## config.mk

```make
export PLATFORM = sky130hd
export DESIGN_NAME = rcc_test_clk_switch_ctrl_flat
export DESIGN_NICKNAME = d
export VERILOG_FILES = /design/src/rtl/rcc_pkg.sv /design/src/rtl/rcc_test_clk_switch_ctrl_if.sv /design/src/rtl/rcc_sync_2ff.sv /design/src/rtl/rcc_test_clk_switch_ctrl.sv /design/src/flat_wrapper.sv
export SDC_FILE = /design/constraint.sdc
export NUM_CORES = 1
export LEC_CHECK = 0
export ABC_CLOCK_PERIOD_IN_PS = 2350
export CAP_MARGIN = 20
export CORE_ASPECT_RATIO = 1.4
export CORE_MARGIN = 10
export CORE_UTILIZATION = 35
export CTS_CLUSTER_DIAMETER = 40
export DETAILED_ROUTE_END_ITERATION = 12
export PLACE_DENSITY = 0.64
export SYNTH_ARGS = -nofsm -noshare
export SYNTH_HDL_FRONTEND = slang
export SYNTH_SLANG_ARGS = --single-unit
```

## constraint.sdc

```tcl
create_clock -name clk -period 2.35 [get_ports clk]
set_input_delay 0.47 -clock clk [delete_from_list [all_inputs] [get_ports clk]]
set_output_delay 0.47 -clock clk [all_outputs]
set_load 0.1 [all_outputs]
```

## src/rtl/rcc_pkg.sv

```systemverilog
// Shared types and constants for the RCC test-clock switch sequencer.
// State encoding is visible on state_o, so the values are fixed here.
package rcc_pkg;

    typedef enum logic [2:0] {
        ST_FUNC    = 3'd0,
        ST_OFF_IN  = 3'd1,
        ST_SW_IN   = 3'd2,
        ST_ON_IN   = 3'd3,
        ST_TEST    = 3'd4,
        ST_OFF_OUT = 3'd5,
        ST_SW_OUT  = 3'd6,
        ST_ON_OUT  = 3'd7
    } rcc_state_e;

    localparam int unsigned RCC_GATE_CYC_DEF   = 4;
    localparam int unsigned RCC_SETTLE_CYC_DEF = 8;

    typedef struct packed {
        logic testmode;
        logic clk_gate_en;
        logic scan_ack;
        logic busy;
    } rcc_out_t;

    // Output decode for a state; testmode only differs between states whose clk_gate_en is 0.
    function automatic rcc_out_t rcc_state_outputs(rcc_state_e st);
        rcc_out_t o;
        o.testmode    = (st == ST_SW_IN) || (st == ST_ON_IN) || (st == ST_TEST) || (st == ST_OFF_OUT);
        o.clk_gate_en = (st == ST_FUNC) || (st == ST_ON_IN) || (st == ST_TEST) || (st == ST_ON_OUT);
        o.scan_ack    = (st == ST_TEST);
        o.busy        = (st != ST_FUNC) && (st != ST_TEST);
        return o;
    endfunction

endpackage

```

## src/rtl/rcc_test_clk_switch_ctrl_if.sv

```systemverilog
// Request/acknowledge and clock-control bundle between a scan requester and the sequencer.
interface rcc_test_clk_switch_ctrl_if;
    logic       scan_req;
    logic       testmode;
    logic       clk_gate_en;
    logic       scan_ack;
    logic       busy;
    logic [2:0] state_o;

    modport master (
        output scan_req,
        input  testmode, clk_gate_en, scan_ack, busy, state_o
    );

    modport slave (
        input  scan_req,
        output testmode, clk_gate_en, scan_ack, busy, state_o
    );
endinterface

```

## src/rtl/rcc_sync_2ff.sv

```systemverilog
// Two-flop synchronizer for asynchronous RCC level inputs; resets to 0.
module rcc_sync_2ff (
    input  logic clk,
    input  logic rst_n,
    input  logic d_i,
    output logic q_o
);
    logic meta_q;
    logic sync_q;

    // NOTE: sequential state always uses non-blocking assignments so every flop samples pre-edge values.
    always_ff @(posedge clk or negedge rst_n) begin
        if (!rst_n) begin
            meta_q <= 1'b0;
            sync_q <= 1'b0;
        end else begin
            meta_q <= d_i;
            sync_q <= meta_q;
        end
    end

    assign q_o = sync_q;
endmodule

```

## src/rtl/rcc_test_clk_switch_ctrl.sv

```systemverilog
// Sequencer that gates RCC clocks, flips testmode, waits for mux settle and re-enables clocks.
// Entry and exit from test mode run mirrored sequences with a shared dwell counter.
module rcc_test_clk_switch_ctrl
    import rcc_pkg::*;
#(
    parameter int unsigned GATE_CYC   = RCC_GATE_CYC_DEF,
    parameter int unsigned SETTLE_CYC = RCC_SETTLE_CYC_DEF
) (
    input logic                       clk,
    input logic                       rst_n,
    rcc_test_clk_switch_ctrl_if.slave bus
);
    localparam logic [7:0] GATE_LOAD   = 8'(GATE_CYC - 1);
    localparam logic [7:0] SETTLE_LOAD = 8'(SETTLE_CYC - 1);
    localparam rcc_out_t   RESET_OUT   = rcc_state_outputs(ST_FUNC);

    logic       req_s;
    rcc_state_e state_q, state_d;
    logic [7:0] cnt_q, cnt_d;
    rcc_out_t   out_q, out_d;
    logic       dwell_done;

    rcc_sync_2ff u_req_sync (
        .clk   (clk),
        .rst_n (rst_n),
        .d_i   (bus.scan_req),
        .q_o   (req_s)
    );

    assign dwell_done = (cnt_q == 8'd0);

    // NOTE: every always_comb output gets a default first so no path can infer a latch.
    always_comb begin
        state_d = state_q;
        cnt_d   = dwell_done ? 8'd0 : cnt_q - 8'd1;
        unique case (state_q)
            ST_FUNC:    if (req_s)      begin state_d = ST_OFF_IN;  cnt_d = GATE_LOAD;   end
            ST_OFF_IN:  if (dwell_done) begin state_d = ST_SW_IN;   cnt_d = SETTLE_LOAD; end
            ST_SW_IN:   if (dwell_done) begin state_d = ST_ON_IN;   cnt_d = GATE_LOAD;   end
            ST_ON_IN:   if (dwell_done) begin state_d = ST_TEST;    cnt_d = 8'd0;        end
            ST_TEST:    if (!req_s)     begin state_d = ST_OFF_OUT; cnt_d = GATE_LOAD;   end
            ST_OFF_OUT: if (dwell_done) begin state_d = ST_SW_OUT;  cnt_d = SETTLE_LOAD; end
            ST_SW_OUT:  if (dwell_done) begin state_d = ST_ON_OUT;  cnt_d = GATE_LOAD;   end
            ST_ON_OUT:  if (dwell_done) begin state_d = ST_FUNC;    cnt_d = 8'd0;        end
            default:                    begin state_d = ST_FUNC;    cnt_d = 8'd0;        end
        endcase
        // Outputs are decoded from the next state so they change on the entering edge.
        out_d = rcc_state_outputs(state_d);
    end

    always_ff @(posedge clk or negedge rst_n) begin
        if (!rst_n) begin
            state_q <= ST_FUNC;
            cnt_q   <= 8'd0;
            out_q   <= RESET_OUT;
        end else begin
            state_q <= state_d;
            cnt_q   <= cnt_d;
            out_q   <= out_d;
        end
    end

    assign bus.testmode    = out_q.testmode;
    assign bus.clk_gate_en = out_q.clk_gate_en;
    assign bus.scan_ack    = out_q.scan_ack;
    assign bus.busy        = out_q.busy;
    assign bus.state_o     = state_q;
endmodule

```

## src/flat_wrapper.sv

```systemverilog
// flat-port wrapper written by rule: the top's interface ports become plain ports
module rcc_test_clk_switch_ctrl_flat import rcc_pkg::*;
#(
    parameter int unsigned GATE_CYC   = RCC_GATE_CYC_DEF,
    parameter int unsigned SETTLE_CYC = RCC_SETTLE_CYC_DEF
)
  (clk, rst_n, bus_scan_req, bus_testmode, bus_clk_gate_en, bus_scan_ack, bus_busy, bus_state_o);
  rcc_test_clk_switch_ctrl_if bus_i ();
  input logic clk;
  input logic rst_n;
  input wire logic [$bits(bus_i.scan_req)-1:0] bus_scan_req;
  output wire logic [$bits(bus_i.testmode)-1:0] bus_testmode;
  output wire logic [$bits(bus_i.clk_gate_en)-1:0] bus_clk_gate_en;
  output wire logic [$bits(bus_i.scan_ack)-1:0] bus_scan_ack;
  output wire logic [$bits(bus_i.busy)-1:0] bus_busy;
  output wire logic [$bits(bus_i.state_o)-1:0] bus_state_o;
  assign bus_i.scan_req = bus_scan_req;
  assign bus_testmode = bus_i.testmode;
  assign bus_clk_gate_en = bus_i.clk_gate_en;
  assign bus_scan_ack = bus_i.scan_ack;
  assign bus_busy = bus_i.busy;
  assign bus_state_o = bus_i.state_o;
  rcc_test_clk_switch_ctrl #(.GATE_CYC(GATE_CYC), .SETTLE_CYC(SETTLE_CYC)) u_core (.clk(clk), .rst_n(rst_n), .bus(bus_i));
endmodule
```

# After elaboration in Yosys (flattened, before gate mapping)
# Cells that the tools add are included.
# totals
register_bits	17
input_bits	3
output_inout_bits	7
elab_cells	52
# classes
n_addsub	1
n_eq_ne	13
n_mux	16
n_reduce_logical	14
# op_table
op	n
8-bit 2-to-1 mux	6
8-bit one-hot mux with 5 select lines	1
3-bit 2-to-1 mux	8
3-bit one-hot mux with 8 select lines	1
3-bit equality test (second input constant)	7
3-bit by 2-bit equality test with 1-bit output (second input constant)	4
8-bit zero test	1
8-bit by 1-bit subtractor with 8-bit output (second input constant)	1
3-bit zero test	2
1-bit logical OR	6
2-bit OR reduction	3
3-bit by 1-bit equality test with 1-bit output (second input constant)	1
3-bit inequality test (second input constant)	1
3-bit nonzero test	1
1-bit logical AND	1

# Logic depth before layout (Yosys ltp)
# depth
ltp_word	7
depth_mapped	5

# Cells and area by module
# From an unflattened synthesis, not the netlist that was laid out.
# unflattened
cells_unflattened	73
area_unflattened_um2	807.0
# modules_own_cells
mod	instances	cells_per_inst	area_each_um2
rcc_test_clk_switch_ctrl	1	71	757.0
rcc_sync_2ff	1	2	50.0

# Worst setup path after synthesis
# Ideal clock, no wire load.
# synth_path
path_type	reg2reg
startpoint	register u_core.state_q[0], in the netlist u_core.bus.state_o[0]
endpoint	register u_core.cnt_q[0]
setup_ps	132
arrival_time_ps	1699
required_ps	2218
path_slack_ps	518
stages_incl_launch_ff	5
n_path_buf	1
period_less_slack_ps	1832
cell_sequence	dfrtp_1 -> clkbuf_1 -> or2_2 -> a211oi_1 -> o21ai_0
# synth_between
elab_chain_len	3
# synth_rtl
item	line_no	rtl
start: declaration	rcc_test_clk_switch_ctrl.sv:18	rcc_state_e state_q, state_d;
start signal: assignment	rcc_test_clk_switch_ctrl.sv:57	state_q <= state_d;
3-bit by 2-bit equality test with 1-bit output (tied with other cells)	rcc_test_clk_switch_ctrl.sv:36	unique case (state_q)
2-bit OR reduction (no line)	n/a	
8-bit one-hot mux with 5 select lines (*)	rcc_test_clk_switch_ctrl.sv:36	
named net u_core.cnt_d[0]	rcc_test_clk_switch_ctrl.sv:19	logic [7:0] cnt_q, cnt_d;
end signal: assignment	rcc_test_clk_switch_ctrl.sv:58	cnt_q <= cnt_d;
end: declaration	rcc_test_clk_switch_ctrl.sv:19	
# The timed path passes the listed nets; every way through them passes the cells marked *.

# Worst setup path after layout
# layout_path
startpoint	register u_core.cnt_q[0]
endpoint	register u_core.cnt_q[0]
# layout_between
elab_chain_len	4
# layout_rtl
item	line_no	rtl
8-bit by 1-bit subtractor with 8-bit output or 8-bit zero test (tied branches)	rcc_test_clk_switch_ctrl.sv:35, rcc_test_clk_switch_ctrl.sv:30	
8-bit 2-to-1 mux	rcc_test_clk_switch_ctrl.sv:35	cnt_d = dwell_done ? 8'd0 : cnt_q - 8'd1;
8-bit 2-to-1 mux (on tied branches)	n/a	
8-bit one-hot mux with 5 select lines (*)	rcc_test_clk_switch_ctrl.sv:36	
named net u_core.cnt_d[0]	rcc_test_clk_switch_ctrl.sv:19	
# Marked as above.

==> summary.txt <==
Synthesis
  • Synth Area per Inst: 10.5 um2
  • Number of synthesized register bits: 17
  • Cell taking the most area after synthesis: dfrtp_1
  • Synth area leaders: dfrtp_1, xnor2_1, a21oi_1, o21ai_0, dfstp_2
  • Post-Synthesis Cells: 80
  • Mapped Area: 838 um2
  • Ys Warns: 0
  • Syn Nets: 85
  • Synth top area share: a little under half
  • Distinct cells, synth: 31
  • Seq/Total Area, Yosys: ~51%

Timing
  • Skew final: a little under 3 ps
  • Final worst path period share: a little under 80%
  • Fin Setup TNS: 0 ps
  • Minimum clock period: 1810 ps
  • Slew HR: between 60% and 70%
  • Max Slew Vio Count: 0
  • Peak Freq: roughly 550 MHz
  • Final hold viol count: 0
  • RSZ-0062 raised after global routing: no
  • Setup violations, final: 0
  • Worst-Margin Slew: about 520 ps

Floorplanning
  • Die height: around 78 um
  • Die X: 61.4 um
  • Initial Utilization: between 30 and 40%
  • Rows: 20
  • Die ar.: 0.00478 mm2
  • Num ports: 10
  • Core area: between 0.002 and 0.0025 mm2

Job
  • Max Cap Viol: 0

Worst setup path
  • Setup crit start kind: flop
  • CP peak stage delay: roughly 480 ps
  • Crit path capture type: flop
  • Arr. time, crit path: approximately 2000 ps
  • Worst EP required: between 2000 and 3000 ps
  • CP Cell Sequence: inv_1, ha_1, or3b_2, a211oi_1, o21ai_0
  • Slowest-stage cell, CP: or3b_2
  • Worst Path Max Fanout: 5
  • Crit Path Category: reg2reg

Layout
  • Final instance area: around 960 um2
  • Commonest non-fill, non-tap cells in the layout: dfrtp_1, buf_4, a21oi_1, o21ai_0, xnor2_1
  • Area Overhead vs Synth: 14.3%
  • Final core utilization: between 40% and 50%
  • Share of cells above drive strength 1: a little over a fifth
  • Ant diodes: 0
  • Commonest non-fill, non-tap cell in the layout: dfrtp_1
  • Final Net Count: 97

Global route
  • First-pass GRT wire length: a little under 3000 um
  • Vias in the first global route: roughly 650
  • GR Overflow Total: 0
  • Total track usage: around 8.1%
  • Pin count of the biggest net entering global routing: 18
  • Initial antenna violation count: 0

Placed design
  • GPL Wtd Cong: 0.877
  • Post-DP HPWL: between 1000 and 1500 um
  • Port bufs: 9
  • Dpl cell area: around 930 um2

Clocking
  • PostCTS Resize Cnt: 0
  • Root buffer cell: clkbuf_4
  • Clock Path Buffers: 2
  • Setup Buffers After CTS: 0
  • CTS tree: yes
  • Sink Count: 17
  • Hold_buf cts: 0
  • TritonCTS Buffers: 3
  • Worst skew pair latency: between 200 and 300 ps
  • H-tree depth: 1
  • Clock transition at the registers of the reported paths: around 100 ps

Route
  • Pre-antenna DRT Iters: 4
  • Antenna Nets Post-Route: 0
  • Drt drc: 0
  • Post-Route WL: roughly 1700 um
  • Vias/cell: 5.76
  • Starting DRT DRC Count: 26
  • Routed via count: roughly 650
  • WL/cell: 15.5 um

Hold path
  • Worst hold path type: reg2reg

Outcome
  • Status: finished, final reports clean
[worst paths after layout]
| path | slack, ps | to | cells after the start | startpoint |
|---|---|---|---|---|
| setup / recovery | 540 | u_core.cnt_q[0] | 5 | u_core.cnt_q[0] |
| min in group asynchronous | 490 | u_core.cnt_q[2] | 2 | rst_n |
| setup reg to reg | 540 | u_core.cnt_q[0] | 5 | u_core.cnt_q[0] |
| hold / removal | 370 | u_core.u_req_sync.q_o | 0 | u_core.u_req_sync.meta_q |
| max in group asynchronous | 1610 | u_core.bus.clk_gate_en | 2 | rst_n |
| hold reg to reg | 370 | u_core.u_req_sync.q_o | 0 | u_core.u_req_sync.meta_q |
[cells by family (layout without fill, tap and decap cells)]
| family | after synthesis | count (layout) | share of synthesized area, % |
|---|---|---|---|
| AO/OA/AOI/OAI | 24 | 24 | 17.2 |
| AND/OR/NAND/NOR | 22 | 22 | 17.2 |
| flip-flops | 17 | 17 | 50.9 |
| buffers and inverters | 8 | 19 | 4.48 |
| XOR/XNOR | 7 | 7 | 7.31 |
| adder cells (fa/ha/maj) | 2 | 2 | 2.98 |
[through the flow]
stage	instances	hold slack (ps)	setup slack (ps)
floorplan	80	174	518
global placement	109	340	630
detailed placement	109	345	628
CTS	113	369	563
global route	113	383	458
finish	113	365	541
[flip-flops by register name, summed over array words and instances, names as in the netlist]
| name | cells |
|---|---|
| u_core.bus.scan_ack | 1 |
| u_core.bus.testmode | 1 |
| u_core.u_req_sync.q_o | 1 |
| u_core.bus.state_o | 3 |
| u_core.bus.clk_gate_en | 1 |
| u_core.cnt_q | 8 |
| u_core.u_req_sync.meta_q | 1 |
| u_core.bus.busy | 1 |
[final cells by class]
cell class                 count  area [um2]
clock buffer                   3        22.5
clock inverter                 1        5.00
fill                         222        1270
inverter                       4        15.0
multi-input combinational     55         374
sequential                    17         427
tap                           22        27.5
timing repair buffer          11        87.6
[cell usage after synthesis (all sizes together)]
cell type / n
nor3b: 1
nor4: 1
o31ai: 2
dfstp: 1
or2: 1
a21oi: 7
xor2: 2
inv: 4
o211ai: 1
nor3: 1
nor4b: 1
dfrtp: 16
o22ai: 3
clkbuf: 3
nand4: 1
nand3: 2
nand2: 4
or3: 2
xnor2: 5
ha: 2
a21boi: 2
buf: 1
nor2: 3
o21ai: 6
or4: 4
a311oi: 1
a31oi: 1
a211oi: 1
or3b: 1
[critical path: cells and delay by family (launching register included)]
family | cells | cell delay [ps]
and+or+nand+nor | 1 | 480
adders and majority gates | 1 | 170
DFF | 1 | 420
buffers and inverters | 1 | 110
AOI/OAI and AO/OA | 2 | 480
[per-layer routing]
layer  up-vias  track usage [%]  share of wire (%)
met5         -                0                  0
met4         0             4.71               0.51
met3         2             3.09                4.7
met2        12             13.0                 54
met1       325             8.65                 40
li1        312                -                  -
Power is left out: the tool's default activity adds up to more than one toggle a clock period on the data nets, which glitch-free logic cannot reach.
